[src/rtl/pc_fetch_ctrl.sv]
// Instruction fetch controller: issues one instruction-bus request at a time,
// buffers the returned word until downstream takes it, and absorbs redirects.
module pc_fetch_ctrl #(
  parameter logic [63:0] PC_RESET = 64'h0000_0000_8000_0000
) (
  input  logic        clk,
  input  logic        reset,
  output logic        ireq_valid,
  output logic [63:0] ireq_addr,
  input  logic        iresp_ok,
  input  logic [31:0] iresp_data,
  input  logic        redirect_valid,
  input  logic [63:0] redirect_pc,
  input  logic        stall,
  output logic        inst_valid,
  output logic [31:0] inst_out,
  output logic [63:0] inst_pc,
  output logic [63:0] fetch_count,
  output logic [1:0]  fsm_state
);

  typedef enum logic [1:0] {
    FETCH = 2'd0,
    HOLD  = 2'd1,
    DROP  = 2'd2
  } state_t;

  state_t      state;
  logic [63:0] pc;
  logic [63:0] pend_pc;

  // Bus handshake: a request is outstanding while ireq_valid=1; ireq_addr is
  // held constant until the cycle iresp_ok=1, which completes it. iresp_ok seen
  // while ireq_valid=0 belongs to no request and is ignored.
  assign ireq_addr = pc;
  assign fsm_state = state;

  always_ff @(posedge clk or posedge reset) begin
    if (reset) begin
      state       <= FETCH;
      pc          <= PC_RESET;
      pend_pc     <= 64'd0;
      inst_out    <= 32'd0;
      inst_pc     <= 64'd0;
      fetch_count <= 64'd0;
      ireq_valid  <= 1'b0;
      inst_valid  <= 1'b0;
    end else begin
      case (state)
        FETCH: begin
          if (!ireq_valid) begin
            // First cycle out of reset: no request yet, so nothing to drop.
            ireq_valid <= 1'b1;
            if (redirect_valid) pc <= redirect_pc;
          end else if (iresp_ok && !redirect_valid) begin
            inst_out   <= iresp_data;
            inst_pc    <= pc;
            ireq_valid <= 1'b0;
            inst_valid <= 1'b1;
            state      <= HOLD;
          end else if (iresp_ok) begin
            pc <= redirect_pc;
          end else if (redirect_valid) begin
            // Request still in flight: wait for it to land, then retarget.
            pend_pc <= redirect_pc;
            state   <= DROP;
          end
        end
        DROP: begin
          if (redirect_valid) pend_pc <= redirect_pc;
          if (iresp_ok) begin
            pc    <= redirect_valid ? redirect_pc : pend_pc;
            state <= FETCH;
          end
        end
        HOLD: begin
          if (redirect_valid) begin
            pc         <= redirect_pc;
            ireq_valid <= 1'b1;
            inst_valid <= 1'b0;
            state      <= FETCH;
          end else if (!stall) begin
            pc          <= pc + 64'd4;
            fetch_count <= fetch_count + 64'd1;
            ireq_valid  <= 1'b1;
            inst_valid  <= 1'b0;
            state       <= FETCH;
          end
        end
        default: state <= FETCH;
      endcase
    end
  end

endmodule

[config.mk]
export PLATFORM = sky130hd
export DESIGN_NAME = pc_fetch_ctrl
export DESIGN_NICKNAME = d
export VERILOG_FILES = /design/src/rtl/pc_fetch_ctrl.sv
export SDC_FILE = /design/constraint.sdc
export NUM_CORES = 1
export LEC_CHECK = 0
export ABC_AREA = 0
export CORE_ASPECT_RATIO = 1.75
export CORE_MARGIN = 10
export CORE_UTILIZATION = 55
export CTS_CLUSTER_DIAMETER = 100
export CTS_CLUSTER_SIZE = 24
export DETAILED_ROUTE_END_ITERATION = 10
export PLACE_DENSITY = 0.86
export SYNTH_ARGS = -nofsm -noshare
export SYNTH_HDL_FRONTEND = slang
export SYNTH_SLANG_ARGS = --single-unit
[constraint.sdc]
create_clock -name clk -period 21.4 [get_ports clk]
set_input_delay 4.28 -clock clk [delete_from_list [all_inputs] [get_ports clk]]
set_output_delay 4.28 -clock clk [all_outputs]
set_load 0.01 [all_outputs]
== Yosys cells after proc, flatten, opt, wreduce, memory -nomap -nowiden ==
Cells that the tools add are included.

* Register bits: 292
* Output and inout port bits: 228
* RAM bits: 0
* Memory bits (read-only): 0
* Word-level logic and storage cells: 69
* Input port bits: 101
* Latch bits: 0
* Memories: 0

* Add/sub/neg operators: 2
* Shift-type cells: 0
* $lt $le $gt $ge: 0
* Muxes and demuxes: 31
* Divide/modulo/power cells: 0
* Bitwise gates (word level): 2
* Reductions and logical operators: 13
* Eq/ne operators: 13
* Multipliers: 0

{| class="wikitable"
|+ Operators by type and width
! kind !! count
|-
| 64-bit two-way mux || 11
|-
| 64-bit one-hot mux with 3 select lines || 1
|-
| 64-bit one-hot mux with 2 select lines || 1
|-
| 64-bit by 1-bit adder with 64-bit output (second input constant) || 1
|-
| 64-bit by 3-bit adder with 64-bit output (second input constant) || 1
|-
| 3-bit != test (second input constant) || 6
|-
| 2-bit two-way mux || 7
|-
| 2-bit != test (second input constant) || 5
|-
| 1-bit two-way mux || 8
|-
| 4-bit AND reduction || 2
|-
| 2-bit one-hot mux with 3 select lines || 1
|-
| 3-bit AND reduction || 2
|-
| 6-bit AND reduction || 1
|-
| 5-bit AND reduction || 1
|-
| 1-bit one-hot mux with 2 select lines || 2
|-
| 2-bit nonzero test || 2
|-
| 3-bit nonzero test || 1
|-
| 2-bit by 1-bit equality test with 1-bit output (second input constant) || 1
|-
| 2-bit equality test (second input constant) || 1
|-
| 2-bit logical NOT || 1
|-
| 1-bit NOT || 2
|-
| 2-bit AND reduction || 1
|-
| 1-bit logical AND || 1
|-
| 1-bit logical NOT || 1
|}

== Longest topological paths before layout ==
* Depth after elaboration: 5
* Mapped depth: 11
* Depth with buffers taken out: 8

== Worst setup path before layout ==
OpenSTA, ideal clock, no wires.

* Path kind: in2reg
* Start: in redirect_valid
* End: reg fetch_count[62]
* Setup time: 0.125 ns
* Required time: 21.275 ns
* Cell stages on the path: 8
* Path buffers: 2
* Arrival: 6.084 ns
* Path slack: 15.191 ns
* Cells stage by stage: clkbuf_1 > and4bb_2 > nand2_1 > or2_2 > clkbuf_1 > nor4_2 > nand4_1 > xnor2_1

* Longest elaborated chain between the ends: 2

{| class="wikitable"
|+ RTL lines
! element !! RTL line !! RTL
|-
| from (decl) || 12 || <nowiki>input logic redirect_valid,</nowiki>
|-
| 1-bit NOT (no source line) || - ||
|-
| 3-bit AND reduction (no source line) || - ||
|-
| to (signal assigned) || 84 || <nowiki>fetch_count <= fetch_count + 64'd1;</nowiki>
|-
| to (decl) || 18 || <nowiki>output logic [63:0] fetch_count,</nowiki>
|}

No other way between the ends.
A chain may end at the register's enable or synchronous reset.

== Worst setup path after layout ==
* Start: in redirect_valid
* End: reg pc[49] (netlist: ireq_addr[49])

* Longest elaborated chain between the ends: 4
* Elaborated cells between the ends (all ways): 10
* Classes of those cells: eq/ne: 3; mux: 4; reduce/logical: 3

{| class="wikitable"
|+ RTL lines
! element !! RTL line !! RTL
|-
| 1-bit logical NOT || 55 || <nowiki>end else if (iresp_ok && !redirect_valid) begin</nowiki>
|-
| 1-bit logical AND || 55 ||
|-
| 3-bit != test (no source line) || - ||
|-
| 6-bit AND reduction (no source line) || - ||
|-
| to (signal assigned) || 54 || <nowiki>if (redirect_valid) pc <= redirect_pc;</nowiki>
|-
| to (signal assigned) || 62 || <nowiki>pc <= redirect_pc;</nowiki>
|-
| to (signal assigned) || 72 || <nowiki>pc <= redirect_valid ? redirect_pc : pend_pc;</nowiki>
|-
| to (decl) || 29 || <nowiki>logic [63:0] pc;</nowiki>
|}

Several ways; a longest one is shown, not always the timed one. The select of a mux whose other input is x is not followed.

==> qor.yml <==
run_status:
  status: "finished, final reports clean"
worst_setup_path:
  crit_slowest_cell: "nand2_2"
  path_class: "primary input to flop"
  startpoint: "redirect_valid"
  crit_path_end_kind: "flop"
  critPathBufInv: 4
  reg2reg_from: "fsm_state[0]"
  critical_path.max_fanout: 50
  reg2regPathDepth: 10
  critical_path.top_delay_family: "buffers and inverters"
  cpMostUsedCell: "buf_4"
  ff2ff_setup_slack_ns: 17.60
  crit_path_cell_trace: "buf_2 -> buf_4 -> clkinv_1 -> o21ai_0 -> nand2_2 -> buf_4 -> or3_1 -> mux2i_1 -> a211o_1"
  endpoint: "ireq_addr[49]"
  cp.depth: 9
  crit_required_ns: 21.87
  cp-start-kind: "primary input"
  max_stage_delay_ns: 0.53
  worstReg2RegEnd: "ireq_addr[55]"
  arrival_ns: 7.35
clocking:
  numCtsBuffers: 16
  clock_tree.root_cell: "clkbuf_16"
  cts_setup_buffers: 0
  htreeDepth: 1
  clk_latency_ns: 0.52
  clk_path_buf_depth: 3
  ctsHoldBuffers: 0
  cts.sink_count: 292
  post_cts_resized: 0
  tritoncts: "built"
  clk_pin_slew_ns: 0.10
detailed_routing:
  drc: 0
  wl_mm: 48.1
  dr.pass1.iters: 6
  vias_per_cell: 6.29
  drt_iter0_drc: 1679
  ant_nets: 0
  vias: 13393
  wl_per_cell_um: 22.6
placement:
  place.port_buffers: 328
  gp_congestion: 0.947
  place_hpwl_mm: 34.0
  dp_slack_ns: 14.09
  place_inst: 2102
  place_area_um2: 17900
logic_synthesis:
  synth_edf_count: 0
  synth_seq_area_share_pct: 50.7
  synth.distinct_cells: 75
  yosys_register_bits: 292
  synth_area_um2: 14400
  syn_avg_cell_area_um2: 9.42
  synth_cells: 1530
  yosysWarnings: 0
  synth_ff_type: "dfrtp_1"
  synthArstFlopShare_pct: 100
  synthesis.nets: 1637
finish:
  areaGrowthSynthToFinish_pct: 27.5
  final_common_cell: "nand2_1"
  final_cells: 2130
  final_nets: 1907
  postLayoutCellArea_um2: 18400
  drive_above_1_share_pct: 7.43
  multiInputGateArea_um2: 6700
  fill_cells: 1874
  final_cell_mix: "nand2_1 (372), clkdlybuf4s50_1 (327), dfrtp_1 (291), o21ai_0 (124), nor2_1 (81)"
  regArea_um2: 7310
sta:
  layout_min_cycle_time_ns: 6.88
  fmax_mhz: 145
  setup_viol: 0
  rsz0062_at_grt: "false"
  finClkSkew_ns: 0.0280
  finalCritPeriodShare_pct: 32.2
  max_slew_margin_pct: 11.3
  fin_tns_setup_ns: 0
  worst_slack_ns: 14.52
  drv_slew: 0
  worstMarginPinSlew_ns: 1.32
  hold_viol: 0
grt:
  antenna_found_initial: 6
  grt_max_degree: 144
  grt_pass1_wl_mm: 74.4
  first_global_vias: 13408
  grtUsageTotal_pct: 27.5
  gr-total-overflow: 0
pwr:
  power_frac_seq_pct: 38.7
  switching_share_pct: 42.0
  p_switching_mw: 1.08
  p_int_mw: 1.49
  p_comb_share_pct: 48.2
  leakage_nw: 7.90
  ir_worst_vdd_mv: 0.0773
  powerDensity_nw_per_um2: 140
  p_clk_share_pct: 13.1
die:
  start_util_pct: 55.7
  ioPinCount: 329
  fp.dieW_um: 142
  die_h_um: 234
  core_um2: 25900
  die_area_um2: 33300
  placementRows: 78
job:
  maxCapViolCount: 0
hold_path:
  hp-class: "flop to flop"
## power by group through the flow
stage | Clock (mW) | Sequential (mW) | Combinational [mW]
2_1_floorplan | 0 | 0.989 | 0.651
3_3_place_gp | 0 | 0.980 | 1.18
3_5_place_dp | 0 | 0.995 | 1.23
4_1_cts | 0.340 | 0.985 | 1.23
5_1_grt | 0.360 | 1.02 | 1.34
6_report | 0.336 | 0.994 | 1.24
## kinds of logic after synthesis
kind of cell | share of synthesized area, %
DFF | 50.7
muxes | 5.60
and+or+nand+nor | 21.5
buffers and inverters | 2.98
adders and majority gates | 0.521
xor gates and xnor gates | 5.05
AOI/OAI and AO/OA | 13.6
## stage by stage
stage / util, % / total power, mW / hold slack [ns]
floorplan: - / 1.64 / 0.474
global placement: 69.2 / 2.16 / 0.456
finish: 71.0 / 2.57 / 0.480
CTS: 71.0 / 2.55 / 0.477
detailed placement: 69.2 / 2.22 / 0.461
global route: 71.0 / 2.72 / 0.500
## area by class of cell
type / instances / share of cell area [%]
antenna: 6 / 0.0817
clock buffer: 21 / 2.40
sequential: 292 / 39.8
inverter: 19 / 0.436
clock inverter: 1 / 0.109
multi-input combinational: 1126 / 36.5
timing repair buffer: 345 / 18.5
tap: 320 / 2.18
## tightest hold or removal path, delay by kind of cell (launching register included)
kind / cells / cell delay [ns]
flip-flops: 1 / 0.35
AND/OR/NAND/NOR: 2 / 0.10
## registers in the layout, indices dropped and copies added, names as in the netlist
name / count
inst_valid: 1
ireq_valid: 1
pend_pc: 64
fsm_state: 2
inst_out: 32
ireq_addr: 64
inst_pc: 64
fetch_count: 64
## per-layer routing
layer | track usage (%) | wire [µm]
met1 | 30.6 | 16800
met2 | 47.9 | 23900
met3 | 7.49 | 4890
met4 | 12.7 | 2480
met5 | 0 | 12
## synthesized netlist by cell type, drive strengths merged (3+ instances only)
cell type,instances,share of area (%)
and2,7,0.30
or2,3,0.13
a222oi,4,0.28
o221ai,5,0.30
a221o,8,0.56
clkbuf,83,2.2
inv,18,0.47
a22o,12,0.73
nand2,374,9.7
o31ai,9,0.47
or4,4,0.26
and3,21,0.91
dfrtp,291,51
nand4,34,1.6
mux2i,3,0.21
xnor2,55,3.3
nor2b,9,0.39
ha,6,0.52
nand3,59,2.1
o2bb2ai,6,0.36
o21a,3,0.16
a21oi,31,1.1
a211o,3,0.18
nor3,28,1.1
buf,10,0.32
a311oi,3,0.18
o211ai,9,0.47
nor2,81,2.1
o31a,7,0.43
o21ai,126,4.4
a31oi,9,0.39
o22ai,3,0.13
a221oi,20,1.2
nor4,11,0.73
a22oi,15,0.78
or3,5,0.22
a41oi,3,0.18
mux2,69,5.4
and4,20,1.2
xor2,28,1.7
a211oi,7,0.36
## how the worst min path moves through the flow
stage / startpoint / end / slack (ns) / cells after the start
floorplan: pend_pc[6] / pend_pc[6] / 0.47 / 1
global placement: inst_out[26] / inst_out[26] / 0.46 / 2
detailed placement: inst_out[18] / inst_out[18] / 0.46 / 2
CTS: fetch_count[63] / fetch_count[63] / 0.48 / 1
global route: fetch_count[63] / fetch_count[63] / 0.50 / 1
finish: inst_out[18] / inst_out[18] / 0.48 / 2
No activity file was read; power rests on OpenSTA's default activity.
